==> src/rtl/dmem_responder.sv <==
// dmem_responder: word-addressed data-memory responder with a valid/ready
// request channel, LATENCY wait states and a held response.
// Optional feature macro: DMEM_ERR_CHECK_EN. When it is defined, misaligned
// or out-of-range requests get resp_err=1 and leave the array untouched.
// When it is not defined, resp_err stays 0 and the word index wraps modulo DEPTH.
module dmem_responder #(
  parameter int DEPTH   = 64,
  parameter int LATENCY = 2
) (
  input  logic        clk,
  input  logic        reset,
  input  logic        req_valid,
  output logic        req_ready,
  input  logic        req_we,
  input  logic [31:0] req_addr,
  input  logic [31:0] req_wdata,
  output logic        resp_valid,
  input  logic        resp_ready,
  output logic [31:0] resp_rdata,
  output logic        resp_err
);

  localparam int AW = $clog2(DEPTH);
  localparam logic [3:0] CNT_INIT = 4'(LATENCY - 1);

  typedef enum logic [1:0] {
    IDLE = 2'd0,
    WAIT = 2'd1,
    RESP = 2'd2
  } state_t;

  state_t          state_q, state_d;
  logic [3:0]      cnt_q, cnt_d;
  logic            we_q, we_d;
  logic [AW-1:0]   idx_q, idx_d;
  logic [31:0]     wdata_q, wdata_d;
  logic            bad_q, bad_d;
  logic            req_ready_q, req_ready_d;
  logic            resp_valid_q, resp_valid_d;
  logic [31:0]     rdata_q, rdata_d;
  logic            err_q, err_d;
  logic            access_s;
  logic            mem_we_s;
  logic            addr_bad_s;
  logic [31:0]     mem [DEPTH];

`ifdef DMEM_ERR_CHECK_EN
  // A request is rejected when it is misaligned or beyond the array.
  assign addr_bad_s = (req_addr[1:0] != 2'b00) || (req_addr[31:AW+2] != '0);
`else
  // Byte offset and upper address bits are deliberately ignored (index wraps).
  logic unused_addr_s;
  assign addr_bad_s    = 1'b0;
  assign unused_addr_s = ^{req_addr[31:AW+2], req_addr[1:0]};
`endif

  assign req_ready  = req_ready_q;
  assign resp_valid = resp_valid_q;
  assign resp_rdata = rdata_q;
  assign resp_err   = err_q;

  // Next-state logic: accept in IDLE, count wait states, hold response until taken.
  always_comb begin
    state_d  = state_q;
    cnt_d    = cnt_q;
    we_d     = we_q;
    idx_d    = idx_q;
    wdata_d  = wdata_q;
    bad_d    = bad_q;
    access_s = 1'b0;
    case (state_q)
      IDLE: begin
        // req_ready_q is only high in IDLE outside reset, so it gates acceptance.
        if (req_valid && req_ready_q) begin
          we_d    = req_we;
          idx_d   = req_addr[AW+1:2];
          wdata_d = req_wdata;
          bad_d   = addr_bad_s;
          cnt_d   = CNT_INIT;
          state_d = WAIT;
        end else begin
          state_d = IDLE;
        end
      end
      WAIT: begin
        if (cnt_q == 4'd0) begin
          access_s = 1'b1;
          state_d  = RESP;
        end else begin
          cnt_d   = cnt_q - 4'd1;
          state_d = WAIT;
        end
      end
      RESP: begin
        if (resp_ready) begin
          state_d = IDLE;
        end else begin
          state_d = RESP;
        end
      end
      default: begin
        state_d = IDLE;
      end
    endcase
  end

  // Output logic: next values of the registered handshake and response outputs.
  always_comb begin
    req_ready_d  = (state_d == IDLE);
    resp_valid_d = (state_d == RESP);
    rdata_d      = rdata_q;
    err_d        = err_q;
    mem_we_s     = 1'b0;
    if (access_s) begin
      err_d = bad_q;
      if (we_q || bad_q) begin
        rdata_d = 32'h0000_0000;
      end else begin
        rdata_d = mem[idx_q];
      end
      // A reset landing on the access edge drops the store.
      mem_we_s = we_q && !bad_q && !reset;
    end else begin
      mem_we_s = 1'b0;
    end
  end

  // State, request latch and response registers with synchronous reset.
  always_ff @(posedge clk) begin
    if (reset) begin
      state_q      <= IDLE;
      cnt_q        <= 4'd0;
      we_q         <= 1'b0;
      idx_q        <= '0;
      wdata_q      <= 32'h0000_0000;
      bad_q        <= 1'b0;
      req_ready_q  <= 1'b0;
      resp_valid_q <= 1'b0;
      rdata_q      <= 32'h0000_0000;
      err_q        <= 1'b0;
    end else begin
      state_q      <= state_d;
      cnt_q        <= cnt_d;
      we_q         <= we_d;
      idx_q        <= idx_d;
      wdata_q      <= wdata_d;
      bad_q        <= bad_d;
      req_ready_q  <= req_ready_d;
      resp_valid_q <= resp_valid_d;
      rdata_q      <= rdata_d;
      err_q        <= err_d;
    end
  end

  // Memory array write port; contents are intentionally not reset.
  always_ff @(posedge clk) begin
    if (mem_we_s) begin
      mem[idx_q] <= wdata_q;
    end
  end

endmodule

==> config.mk <==
export PLATFORM = sky130hd
export DESIGN_NAME = dmem_responder
export DESIGN_NICKNAME = d
export VERILOG_FILES = /design/src/rtl/dmem_responder.sv
export SDC_FILE = /design/constraint.sdc
export NUM_CORES = 2
export LEC_CHECK = 0
export CORE_MARGIN = 2
export CORE_UTILIZATION = 35
export CTS_CLUSTER_DIAMETER = 40
export DETAILED_ROUTE_END_ITERATION = 8
export RECOVER_POWER = 25
export SLEW_MARGIN = 20
export SYNTH_ARGS = -nofsm -noshare
export SYNTH_HDL_FRONTEND = slang
export SYNTH_SLANG_ARGS = --single-unit
==> constraint.sdc <==
create_clock -name clk -period 4.4 [get_ports clk]
set_clock_uncertainty 0.1 [all_clocks]
set_input_delay 0.88 -clock clk [delete_from_list [all_inputs] [get_ports clk]]
set_output_delay 0.88 -clock clk [all_outputs]
set_load 0.005 [all_outputs]
==> summary.txt <==
Drt
  • Via-to-Cell Ratio: 5.55
  • DRT iter0 DRCs: 4904
  • WL final: 225000 um
  • WL per Instance: 30.2 um
  • # DRC: 0
  • Vias: 41206
  • TritonRoute pass-1 iters: 6
  • Antenna-violating nets left: 0

Clock network
  • Hold buffers post-CTS: 0
  • Reg clk slew, reported paths: 60 ps
  • H-tree Lvls: 5
  • Clock root buffer: clkbuf_16
  • TritonCTS Buffers: 289
  • Clock Sinks: 2133
  • CTS tree: yes
  • CTS Buffer Depth: 4
  • Worst skew pair latency: 900 ps
  • Postcts setup bufs: 0
  • Post_cts resized: 0

Setup path
  • R2r setup slk: 810 ps
  • Setup CP Type: reg -> reg
  • CP arrival: 4040 ps
  • CP endpoint kind: register
  • Crit path launch type: register
  • Crit Path Max Fanout: 19
  • CP Data Required Time: 4840 ps

Synth
  • Adder-cell share of the synthesized area: 0.000306
  • Cell count after synthesis: 3774
  • Complex-gate fraction of the synthesized area: 0.0254
  • Yosys warnings: 0
  • Synth Area in XOR/XNOR: 0.000214
  • Fraction of registers with async set/reset: 0
  • Mapped cell area: 81800 um^2
  • Simple-gate share of the synthesized area: 0.0250
  • Synthesized flop and latch total: 2133
  • Largest family of logic cells by synthesized area: multiplexers
  • Number of flops mapped to enable cells by yosys: 2048
  • Mean Syn Cell Area: 21.7 um^2
  • Mux contribution to synthesized area: 0.160
  • Seq/Total Area, Yosys: 0.773
  • Syn Nets: 3845
  • Yosys cell types: 66
  • Primary FF master, synth: edfxtp_1

Min path
  • Min-Delay Path Class: reg -> reg

Timing
  • Hold Violations, Final: 0
  • Max-slew headroom: -1.29
  • RSZ-0062 raised after global routing: false
  • Fmax: 0.278 GHz
  • Final Max Tran Viols: 1511
  • Setup violators final: 0
  • Setup TNS: 0 ps
  • Crit share post-route: 0.817
  • Crit path time final: 3590 ps
  • Final WS setup: 806 ps
  • Worst Tran Pin Value: 3440 ps

Floorplanning
  • Core area: 233000 um^2
  • Die area: 238000 um^2
  • Top Ports: 104
  • Die Ht: 487 um
  • Initial core utilization: 0.352
  • FP Rows: 177
  • Die Wd: 487 um

Placed design
  • Cells after DPL: 6925
  • Dpl hpwl: 130000 um
  • PortBufs: 76
  • GPL Wtd Cong: 0.830
  • DP Worst Slack: 794 ps

Global routing
  • Total Routing Usage GR: 0.187
  • Number of global-route vias before repair: 41550
  • Global-route wire length before repair: 315000 um
  • Total grt overflow: 0
  • Largest net degree at the start of global routing: 66
  • Initial antenna violation count: 4

Run status
  • Failing checks: max-capacitance violations, max-slew violations
  • Outcome: finished with violations

Layout
  • Commonest non-fill, non-tap cell in the layout: edfxtp_1
  • Multi-input combinational cell area: 17700 um^2
  • P&R area growth vs syn: 18.6%
  • Nets: 4244
  • Share of layout cells above drive strength 1: 0.289
  • Fill cells: 20061
  • Most frequent cells in the layout: edfxtp_1 (2048), mux4_2 (422), clkbuf_16 (295)
  • Register area: 63200 um^2
  • Final cell count without fillers: 7428

Power
  • Pwr Density: 483 nW/um^2
  • VDD IR-drop max: 0.404 mV
  • LEAKAGE: 27.5 nW

Job
  • Maximum capacitance violations: 23
## synth_stat cells (6+ instances only)
cell type | number | area share
a32o_1 | 10 | 0.0012
mux4_2 | 422 | 0.12
o21ai_0 | 27 | 0.0017
o31ai_1 | 11 | 0.0010
buf_6 | 32 | 0.0044
o211ai_1 | 6 | 0.00055
o22ai_1 | 65 | 0.0050
nand2b_1 | 14 | 0.0011
nor2b_1 | 27 | 0.0021
nand3b_1 | 7 | 0.00064
mux4_1 | 60 | 0.019
nor3_1 | 21 | 0.0013
nand2_1 | 183 | 0.0084
a221oi_1 | 12 | 0.0013
buf_1 | 11 | 0.00050
mux2_2 | 78 | 0.011
mux2i_1 | 110 | 0.013
buf_2 | 55 | 0.0034
nand4_1 | 6 | 0.00046
clkbuf_1 | 56 | 0.0026
nand3_1 | 43 | 0.0026
a21oi_1 | 65 | 0.0040
or2_2 | 6 | 0.00046
nor3b_1 | 6 | 0.00055
a22oi_1 | 34 | 0.0031
dfxtp_1 | 85 | 0.021
a32oi_1 | 7 | 0.00075
buf_4 | 48 | 0.0044
edfxtp_1 | 2048 | 0.75
a31oi_1 | 12 | 0.00092
nor4_1 | 13 | 0.00099
nor2_1 | 95 | 0.0044
a211oi_1 | 21 | 0.0019
## cell families (layout without fill, tap and decap cells)
kind of cell,Yosys count,after routing
other,1,5
DFF,2133,2133
AOI/OAI and AO/OA,307,307
xor gates and xnor gates,2,2
adders and majority gates,2,2
and+or+nand+nor,444,444
muxes,670,670
buffers and inverters,215,822
## metal layers
layer	vias up	routed length, um	GRT usage
met5	-	13	0
met4	2	6530	0.0585
met3	327	19700	0.0410
met2	1882	106000	0.296
met1	22249	92700	0.259
li1	16746	-	-
## worst max-delay path, cell delays in order, from the launching register on
cell and delay (ps):
dfxtp_1 390, nor2b_1 430, nand2_1 190, nor4b_1 340, buf_4 220, nand2_1 480, nor2_4 760, buf_12 290
## sequential cells by signal, indices dropped and copies added, names as in the netlist, named ones only
register / flops
cnt_q: 4
idx_q: 6
mem: 2048
req_ready: 1
resp_rdata: 32
resp_valid: 1
state_q: 2
wdata_q: 32
we_q: 1
## power breakdown
group,switching [mW],internal (mW),total [mW],leakage [nW]
logic,1.15,0.693,1.84,5.67
registers,0.159,22.3,22.5,17.3
clock network,8.70,13.8,22.5,4.47
## area by class of cell
| type | instances | area share |
|---|---|---|
| Multi-Input combinational cell | 1426 | 0.183 |
| Antenna cell | 4 | 0.000103 |
| Tap cell | 3043 | 0.0392 |
| Clock buffer | 344 | 0.0787 |
| Clock inverter | 155 | 0.0167 |
| Sequential cell | 2133 | 0.651 |
| Timing Repair Buffer | 317 | 0.0307 |
| Inverter | 6 | 0.000232 |
## metrics by stage
stage	power, mW	instance area (um^2)	hold WS [ps]	utilization
floorplan	23.9	81800	349	-
global placement	24.7	87900	341	0.378
detailed placement	24.7	87900	343	0.378
CTS	47.1	97100	334	0.418
global route	48.1	97100	372	0.417
finish	46.9	97100	353	0.417
## path summary, 6_finish.rpt
check	startpoint	end	depth (start not counted)
worst min-delay path	wdata_q[30]$_SDFFE_PP0N_	wdata_q[30]$_SDFFE_PP0N_	2
worst max-delay path	state_q[0]$_SDFF_PP0_	mem[28][10]$_DFFE_PP_	7
worst min register to register	wdata_q[30]$_SDFFE_PP0N_	wdata_q[30]$_SDFFE_PP0N_	2
worst max register to register	state_q[0]$_SDFF_PP0_	mem[28][10]$_DFFE_PP_	7
No activity file was read; power rests on OpenSTA's default activity.
